==> src/rtl/sipo_40.sv <==
// Serial-to-parallel receiver: reassembles a sync-framed bit stream into WIDTH-bit words
// and presents them through a single-entry valid/ready holding register.
module sipo_40 #(
  parameter int unsigned WIDTH     = 8,
  parameter bit          LSB_FIRST = 1'b1
) (
  input  logic             clock_40,
  input  logic             reset,
  input  logic             serial_in,
  input  logic             bit_valid,
  input  logic             sync,
  output logic [WIDTH-1:0] data_out,
  output logic             data_valid,
  input  logic             data_ready,
  output logic             busy,
  output logic             frame_error,
  output logic             overrun
);

  localparam int unsigned CntW = (WIDTH > 2) ? $clog2(WIDTH) : 1;

  typedef enum logic [0:0] {StIdle, StShift} state_e;

  state_e           r_state;
  logic [CntW-1:0]  r_count;
  logic [WIDTH-1:0] r_shift;

  logic [WIDTH-1:0] w_word_start;
  logic [WIDTH-1:0] w_word_next;
  logic             w_last;
  logic             w_complete;

  // w_word_start: a fresh word holding only the incoming bit as bit 0.
  // w_word_next: the partial word with the incoming bit placed at position r_count.
  always_comb begin
    w_word_start = '0;
    w_word_next  = r_shift;
    if (LSB_FIRST) begin
      w_word_start[0]       = serial_in;
      w_word_next[r_count]  = serial_in;
    end else begin
      w_word_start[WIDTH-1]                   = serial_in;
      w_word_next[CntW'(WIDTH-1) - r_count]   = serial_in;
    end
  end

  assign w_last     = (r_count == CntW'(WIDTH-1));
  assign w_complete = bit_valid && !sync && (r_state == StShift) && w_last;
  assign busy       = (r_state == StShift);

  always_ff @(posedge clock_40 or negedge reset) begin
    if (!reset) begin
      r_state     <= StIdle;
      r_count     <= '0;
      r_shift     <= '0;
      data_out    <= '0;
      data_valid  <= 1'b0;
      frame_error <= 1'b0;
      overrun     <= 1'b0;
    end else begin
      frame_error <= 1'b0;
      overrun     <= 1'b0;

      if (bit_valid) begin
        case (r_state)
          StIdle: begin
            if (sync) begin
              r_shift <= w_word_start;
              r_count <= CntW'(1);
              r_state <= StShift;
            end
          end
          StShift: begin
            if (sync) begin
              frame_error <= 1'b1;
              r_shift     <= w_word_start;
              r_count     <= CntW'(1);
            end else if (w_last) begin
              r_shift <= w_word_next;
              r_count <= '0;
              r_state <= StIdle;
            end else begin
              r_shift <= w_word_next;
              r_count <= r_count + CntW'(1);
            end
          end
          default: r_state <= StIdle;
        endcase
      end

      // A full holding register that is not being drained drops the new word.
      if (w_complete) begin
        if (!data_valid || data_ready) begin
          data_out   <= w_word_next;
          data_valid <= 1'b1;
        end else begin
          overrun <= 1'b1;
        end
      end else if (data_valid && data_ready) begin
        data_valid <= 1'b0;
      end
    end
  end

endmodule

==> config.mk <==
export PLATFORM = sky130hd
export DESIGN_NAME = sipo_40
export DESIGN_NICKNAME = d
export VERILOG_FILES = /design/src/rtl/sipo_40.sv
export SDC_FILE = /design/constraint.sdc
export NUM_CORES = 1
export LEC_CHECK = 0
export BUFFER_PORTS_ARGS = -buffer_cell sky130_fd_sc_hd__buf_2
export CELL_PAD_IN_SITES_DETAIL_PLACEMENT = 1
export CELL_PAD_IN_SITES_GLOBAL_PLACEMENT = 2
export CORE_UTILIZATION = 38
export CTS_CLUSTER_DIAMETER = 60
export DETAILED_ROUTE_END_ITERATION = 8
export GPL_TIMING_DRIVEN = 0
export PLACE_DENSITY = 0.79
export SYNTH_ARGS = -nofsm -noshare
export SYNTH_HDL_FRONTEND = slang
export SYNTH_SLANG_ARGS = --single-unit
==> constraint.sdc <==
create_clock -name clock_40 -period 3.2 [get_ports clock_40]
set_clock_uncertainty 0.05 [all_clocks]
set_input_delay 0.64 -clock clock_40 [delete_from_list [all_inputs] [get_ports clock_40]]
set_output_delay 0.64 -clock clock_40 [all_outputs]
set_load 0.005 [all_outputs]
Word level (Yosys, flattened, before mapping)
Cells that the tools add are included.

operators by class
  bitwise gates (word level) = 1
  multiplexer cells = 21
  reduce and logical (&&, ||, !) cells = 12
  $add $sub $neg = 1
  eq/ne operators = 3
  $lt $le $gt $ge = 2

operators with widths
  cell                   count
  $mux W8                2
  $pmux W8 S2            1
  $mux W1                11
  $mux W3                3
  $bwmux W8              1
  $pmux W3 S2            1
  $reduce_and A2 Y1      3
  $logic_and A1 B1 Y1    5
  $lt A3 B4 Y1 const B   1
  $add A3 B1 Y3 const B  1
  $demux W1 S3           1
  $eq A3 B3 Y1 const B   1
  $ge A3 B1 Y1 const B   1
  $logic_not A1 Y1       2
  $ne A2 B1 Y1 const B   1
  $ne A2 B2 Y1 const B   1
  $pmux W1 S2            1
  $reduce_bool A2 Y1     1
  $logic_or A1 B1 Y1     1
  $not A1 Y1             1

word-level totals
  word-level logic and storage cells = 47
  output and inout bits = 12
  input port bits = 6
  flip-flop bits (word level) = 23

Depth between registers and ports, before layout
Gate-level depths: netlist of the first run.

  depth in word-level cells = 7
  mapped depth = 6
  mapped depth without buffers = 5

Worst setup path after synthesis of the first run
No wires, ideal clock.

  path kind = in2reg
  start point = input bit_valid
  end point = register data_out[3]
  arrival time = 1.561 ns
  path buffers = 2
  data required time = 3.025 ns
  setup slack = 1.464 ns
  cell stages on the path = 5
  cell sequence = buf_2 and3b_1 and3_1 buf_6 mux2_4

between the ends
  longest elaborated chain between the ends = 4

ends and longest elaborated chain
  item                              line  RTL
  start, declared                   10    input logic bit_valid,
  $logic_and A1 B1 Y1 (3 in a row)  48    assign w_complete = bit_valid && !sync && (r_state == StShift) && w_last;
  $reduce_and A2 Y1 (no line)       -
  end signal, assigned              94    data_out <= w_word_next;
  end, declared                     12    output logic [WIDTH-1:0] data_out,

Every way passes these cells.
A chain may end at the register's enable or synchronous reset.

Worst setup path in the final report of the first run
  start point = register r_count[0]
  end point = register data_out[4]

between the ends
  longest elaborated chain between the ends = 5

ends and longest elaborated chain
  item                                                                       line  RTL
  start, declared                                                            25    logic [CntW-1:0] r_count;
  start signal, assigned                                                     69    r_count <= CntW'(1);
  start signal, assigned                                                     77    r_count <= CntW'(1);
  start signal, assigned                                                     84    r_count <= r_count + CntW'(1);
  $lt A3 B4 Y1 (not written as such) / $ge A3 B1 Y1 (equally long branches)  40    w_word_next[r_count] = serial_in;
  $logic_and A1 B1 Y1 (not written as such)                                  40
  $mux W1 (not written as such)                                              40
  $demux W1 S3                                                               40
  $bwmux W8                                                                  40

Parallel ways exist; a longest one is shown, timed or not.

==> impl_metrics.yaml, run 1 <==
outcome:
  outcome: "completed"
clock_tree:
  cts_num_sinks: 23
  cts-hold-fix-buffers: 0
  cts_root_buf: "clkbuf_4"
  cts_buffers: 3
  clk_pin_slew_ns: 0.13
  htreeDepth: 1
  clockBufferDepth: 2
  insertion_delay_ns: 0.31
  postCtsSetupBuffers: 0
  cts_resized: 0
  cts_tree: "done"
grt:
  grt_use_met2_pct: 26.33
  antenna_found_initial: 0
  grt_pass1_vias: 857
  track_usage_pct: 16.36
  grt_start_max_net_pins: 24
  grt.overflow.total: 0
  grt_pass1_wl_mm: 3.981
  gr-usage-met1_pct: 23.08
  use_met3_pct: 2.093
  busiest_layer: "met2"
worst_setup_path:
  r2r_setup_slack_ns: 1.35
  crit_start: "r_count[0]"
  path_buf_inv: 2
  setup.worst_path.end: "data_out[4]"
  end_kind: "register"
  arrival_ns: 2.01
  reg2reg_to: "data_out[4]"
  cp_common_cell: "ha_1"
  cp.depth: 6
  worst-r2r-cell-count: 6
  required_ns: 3.36
  critPathTopFamily: "buffers and inverters"
  path_max_fanout: 9
  cp_slowest_cell: "dfrtp_1"
  path_class: "reg2reg"
  slowest_delay_ns: 0.37
  path_cells: "ha_1, ha_1, clkbuf_1, and3_1, buf_6, mux2_4"
  worstSetupStartpointType: "register"
  r2r-start: "r_count[0]"
synthesis:
  synth_nets: 108
  synth-main-ff-cell: "dfrtp_1"
  ys_seq_area_share_pct: 52.10
  synth_area_leader_cell: "dfrtp_1"
  yosys.cell_types.count: 27
  synth_area_leaders: "dfrtp_1 52%, o21ai_0 5.4%, mux2i_1 4.5%, mux2_4 4.1%, mux2_2 3.1%"
  synth_top_area_share_pct: 52.10
  syn_inst: 100
  ys_seq_elements: 23
  synth_edf_count: 0
  async_flop_share_pct: 100.0
  syn_avg_cell_area_um2: 11.05
  yosys_warnings: 0
  synth.cell_area_um2: 1105
cells_and_area:
  final_common_cell: "dfrtp_1"
  drive_gt1_share_pct: 29.41
  regArea_um2: 575.6
  layout_common_cells: "23 x dfrtp_1, 20 x buf_2, 12 x o21ai_0, 7 x nand2_1"
  synthToLayoutAreaGrowth_pct: 12.80
  fin_cells: 150
  antennaDiodeCount: 0
  fillers: 332
  multi_input_area_um2: 478.0
  nets: 128
placed_design:
  placed_cells: 146
  port_buffers: 15
  gp_congestion: 0.6930
  place.detailed.hpwl_mm: 1.644
sta:
  fmaxAchievable_mhz: 540.1
  hold_viol: 0
  setup_viol: 0
  finalCritPeriodShare_pct: 57.86
  min_period_ns: 1.852
  setup_tns_ns: 0
  holdWs_ns: 0.2272
  worst_slew_pin_slew_ns: 0.5190
  max-slew-margin-rel_pct: 65.40
  slew_violations: 0
  rsz0062_at_grt: "false"
floorplanning:
  start_util_pct: 40.06
  pin_count: 18
  die_y_um: 55.92
  dieArea_um2: 3127
  rows: 19
  die_w_um: 55.92
  core_area_um2: 2758
power_and_ir_drop:
  p_leak_nw: 0.6370
  internal_power_uw: 438.5
  power.share.clock_pct: 21.8
  seq_power_share_pct: 55.1
  p_sw_share_pct: 29.61
  ir_worst_vdd_v: 0.0002611
  switching_power_uw: 184.5
  combPwrFrac_pct: 23.1
  powerDensity_nw_per_um2: 499.9
detailed_routing:
  drtIter0Drc: 13
  avgRoutedWirePerCell_um: 15.41
  vias_per_cell: 5.440
  postRouteAntennaNets: 0
  via_count: 816
  totalWireLength_mm: 2.312
  drc: 0
  dr.pass1.iters: 4
job:
  max_cap_viol_count: 0
worst_hold_path:
  holdCritPathClass: "in2async"
## flip-flops by register name, indices dropped and copies added (netlist names)
signal	cells
data_out	8
r_shift	8
r_count	3
busy	1
data_valid	1
frame_error	1
overrun	1
## per-stage QoR
step | cell area, um^2 | setup slack, ns | total power, mW | util, %
CTS | 1246 | 1.338 | 0.6318 | 45.19
finish | 1246 | 1.348 | 0.6230 | 45.19
floorplan | 1105 | 1.464 | 0.4394 | -
global placement | 1219 | 1.300 | 0.4885 | 44.19
detailed placement | 1219 | 1.252 | 0.4944 | 44.19
global route | 1246 | 1.214 | 0.6630 | 45.19
## synth_stat cells (3+ instances only)
| cell type | number |
|---|---|
| nand3b_1 | 3 |
| mux2_2 | 3 |
| mux2_4 | 3 |
| dfrtp_1 | 23 |
| mux2i_1 | 5 |
| a21bo_2 | 3 |
| o21ai_0 | 12 |
| nor3b_1 | 4 |
| a22o_1 | 3 |
| a31oi_1 | 5 |
| a21oi_1 | 5 |
| buf_2 | 5 |
| nand2_1 | 7 |
## routing by layer
| layer | part of all wire, % | up-vias |
|---|---|---|
| li1 | - | 393 |
| met1 | 50 | 405 |
| met2 | 46 | 14 |
| met3 | 2.8 | 4 |
| met4 | 1.0 | 0 |
| met5 | 0 | - |
## layout make-up
type	instances	share of cell area (%)
multi-input combinational	67	38.35
tap	31	3.112
clock buffer	3	1.807
clock inverter	1	0.4016
sequential	23	46.18
buffer	9	3.815
inverter	1	0.3012
timing repair buffer	15	6.024
## worst min path at each step
stage,slack (ns),startpoint,to
2_1_floorplan,0.29,reset,busy
3_3_place_gp,0.42,r_shift[5],r_shift[5]
3_5_place_dp,0.42,r_shift[5],r_shift[5]
4_1_cts,0.25,reset,r_count[1]
5_1_grt,0.25,reset,r_count[1]
6_report,0.23,reset,r_count[2]
## power by group through the flow
| stage | Sequential [mW] | Combinational [mW] | Clock [mW] |
|---|---|---|---|
| 3_5_place_dp | 0.349 | 0.145 | 0 |
| 5_1_grt | 0.348 | 0.162 | 0.153 |
| 4_1_cts | 0.344 | 0.147 | 0.142 |
| 3_3_place_gp | 0.347 | 0.141 | 0 |
| 2_1_floorplan | 0.349 | 0.0900 | 0 |
| 6_report | 0.343 | 0.144 | 0.136 |
## logic make-up (layout without fill, tap and decap cells)
family                   count (synthesis)  count (layout)  share of synthesized area (%)
AO/OA/AOI/OAI                           29              29                          16.42
AND/OR/NAND/NOR                         25              25                          12.91
adder cells (fa/ha/maj)                  2               2                          2.265
buffers and inverters                   10              29                          4.642
flip-flops                              23              23                          52.09
multiplexers                            11              11                          11.66
Note: power is estimated with default switching activity, not from simulation.
==> run 2: changes to the inputs <==
--- a/config.mk
+++ b/config.mk
@@ -8,11 +8,11 @@
 export BUFFER_PORTS_ARGS = -buffer_cell sky130_fd_sc_hd__buf_2
 export CELL_PAD_IN_SITES_DETAIL_PLACEMENT = 1
 export CELL_PAD_IN_SITES_GLOBAL_PLACEMENT = 2
-export CORE_UTILIZATION = 38
+export CORE_UTILIZATION = 32
 export CTS_CLUSTER_DIAMETER = 60
 export DETAILED_ROUTE_END_ITERATION = 8
 export GPL_TIMING_DRIVEN = 0
-export PLACE_DENSITY = 0.79
+export PLACE_DENSITY = 0.71
 export SYNTH_ARGS = -nofsm -noshare
 export SYNTH_HDL_FRONTEND = slang
 export SYNTH_SLANG_ARGS = --single-unit
==> constraint.sdc (replaced) <==
create_clock -name clock_40 -period 1.5 [get_ports clock_40]
set_clock_uncertainty 0.05 [all_clocks]
set_input_delay 0.3 -clock clock_40 [delete_from_list [all_inputs] [get_ports clock_40]]
set_output_delay 0.3 -clock clock_40 [all_outputs]
set_load 0.005 [all_outputs]
==> run 2 against run 1 <==
  * Core utilization shrank 2.4 points
  * Via count grew 3.7%
  * Setup slack lost 1.3 ns
  * Sequential power grew 120%
  * Worst hold slack lost 0.011 ns
  * Cell count grew 11%
  * Global-route usage grew 0.93 points
  * Clock power grew 130%
  * Critical path depth shrank 2
  * Critical path type unchanged
  * Critical endpoint is now data_out[3]
  * Largest power group unchanged
==> impl_metrics.yaml, run 2 (synthesized netlist as in run 1, its figures left out) <==
power_and_ir_drop:
  totalPowerFinal_mw: 1.418
  power.share.clock_pct: 21.8
  seq_power_share_pct: 52.2
  ir_worst_vdd_v: 0.0004533
  p_leak_nw: 0.6648
  internal_power_uw: 980.4
  switching_power_uw: 437.2
  combPwrFrac_pct: 26.0
  p_sw_share_pct: 30.84
  powerDensity_nw_per_um2: 1050
floorplanning:
  pin_count: 18
  dieArea_um2: 3692
  die_w_um: 60.76
  rows: 20
  start_util_pct: 35.04
  core_area_um2: 3153
  die_y_um: 60.76
detailed_routing:
  avgRoutedWirePerCell_um: 16.32
  dr.pass1.iters: 4
  totalWireLength_mm: 2.709
  vias_per_cell: 5.096
  drc: 0
  postRouteAntennaNets: 0
  drtIter0Drc: 9
  via_count: 846
clock_tree:
  clk_pin_slew_ns: 0.14
  cts_root_buf: "clkbuf_4"
  cts_tree: "done"
  htreeDepth: 1
  clockBufferDepth: 2
  cts_buffers: 3
  insertion_delay_ns: 0.33
  cts_num_sinks: 23
sta:
  fmaxAchievable_mhz: 678.4
  worst_slack_ns: 0.02598
  setup_viol: 0
  finalCritPeriodShare_pct: 98.27
  holdWs_ns: 0.2160
  max-slew-margin-rel_pct: 64.26
  worst_slew_pin_slew_ns: 0.5362
  hold_viol: 0
  slew_violations: 0
  rsz0062_at_grt: "true"
  min_period_ns: 1.474
cells_and_area:
  fillers: 372
  final_common_cell: "dfrtp_1"
  regArea_um2: 576.8
  antennaDiodeCount: 0
  synthToLayoutAreaGrowth_pct: 22.20
  final_util_pct: 42.82
  multi_input_area_um2: 523.0
  reg.largest.list: "data_out: 8 flops, r_shift: 8 flops, r_count: 3 flops"
  nets: 131
  drive_gt1_share_pct: 37.70
  fin_cells: 166
  layout_common_cells: "22 x dfrtp_1, 18 x buf_2, 12 x o21ai_0, 7 x nand2_1"
worst_hold_path:
  min_from: "bit_valid"
  holdCritPathClass: "in2reg"
  holdPathStages: 2
placed_design:
  placed_cells: 159
  gp_congestion: 0.6689
  port_buffers: 15
  place_ws_ns: -0.1386
  place.detailed.hpwl_mm: 1.786
worst_setup_path:
  end_kind: "register"
  worstSetupStartpointType: "register"
  path_cells: "ha_2, ha_4, and3_4, mux2_4"
  critPathTopFamily: "flip-flops"
  path_max_fanout: 5
  path_buf_inv: 0
  worst-r2r-cell-count: 4
  r2r-start: "r_count[1]"
  cp_slowest_cell: "dfrtp_1"
  crit_start: "r_count[1]"
  slowest_delay_ns: 0.42
  required_ns: 1.68
  arrival_ns: 1.66
  path_class: "reg2reg"
  cp.depth: 4
grt:
  grt.overflow.total: 0
  grt_start_max_net_pins: 24
  track_usage_pct: 17.29
  antenna_found_initial: 0
  grt_pass1_vias: 916
  grt_pass1_wl_mm: 4.540
job:
  max_cap_viol_count: 0
outcome:
  outcome: "completed"
## run 2: cell types whose count changed in the layout (fill, tap and decap cells not counted), moves of 2 or more
| cell | previous run | this run |
|---|---|---|
| nor3b_1 | 4 | 2 |
| buf_4 | 0 | 5 |
| ha_1 | 2 | 0 |
| buf_2 | 20 | 18 |
## run 2: layout make-up
type,instances,share of cell area (%)
Sequential cell,23,42.72
Multi-Input combinational cell,67,38.74
Timing Repair Buffer,21,8.897
Tap cell,44,4.078
Buffer,6,3.244
Clock buffer,3,1.668
Clock inverter,1,0.3707
Inverter,1,0.2780
## run 2: worst reg2reg max path, stage by stage, from the launching register on
cell and delay, ns:
dfrtp_1 0.42, ha_2 0.21, ha_4 0.15, and3_4 0.24
mux2_4 0.31
## run 2: worst paths after layout
path / endpoint / slack [ns]
setup reg to reg: data_out[3] / 0.03
min in group asynchronous: data_out[3] / 0.41
max in group asynchronous: busy / 0.60
hold reg to reg: r_shift[5] / 0.48
hold / removal: r_shift[0] / 0.22
setup / recovery: data_out[3] / 0.03
## run 2: power groups by stage
| stage | Combinational (mW) | Clock [mW] | Sequential (mW) |
|---|---|---|---|
| floorplan | 0.195 | 0 | 0.746 |
| global placement | 0.306 | 0 | 0.742 |
| detailed placement | 0.316 | 0 | 0.748 |
| CTS | 0.347 | 0.324 | 0.738 |
| global route | 0.418 | 0.340 | 0.750 |
| finish | 0.368 | 0.309 | 0.740 |
## run 2: repair_timing
item,CTS,global route
hold endpoints to repair,23,0
buffers inserted,2,2
endpoints found under the setup margin,4,6
pin swaps,3,3
hold buffers,1,0
resized for setup,8,4
gates cloned,0,1
## run 2: layer usage
metal	vias to the layer above	part of all wire, %	global-route usage (%)
met5	-	0	0
met4	0	2.3	8.766
met3	5	3.2	2.772
met2	19	49	28.41
met1	422	46	22.02
li1	400	-	-
## run 2: through the flow
stage               TNS [ns]  instance area [um^2]
floorplan            -0.1520                  1125
global placement     -0.3227                  1255
detailed placement   -0.4445                  1255
CTS                        0                  1310
global route        -0.05815                  1350
finish                     0                  1350
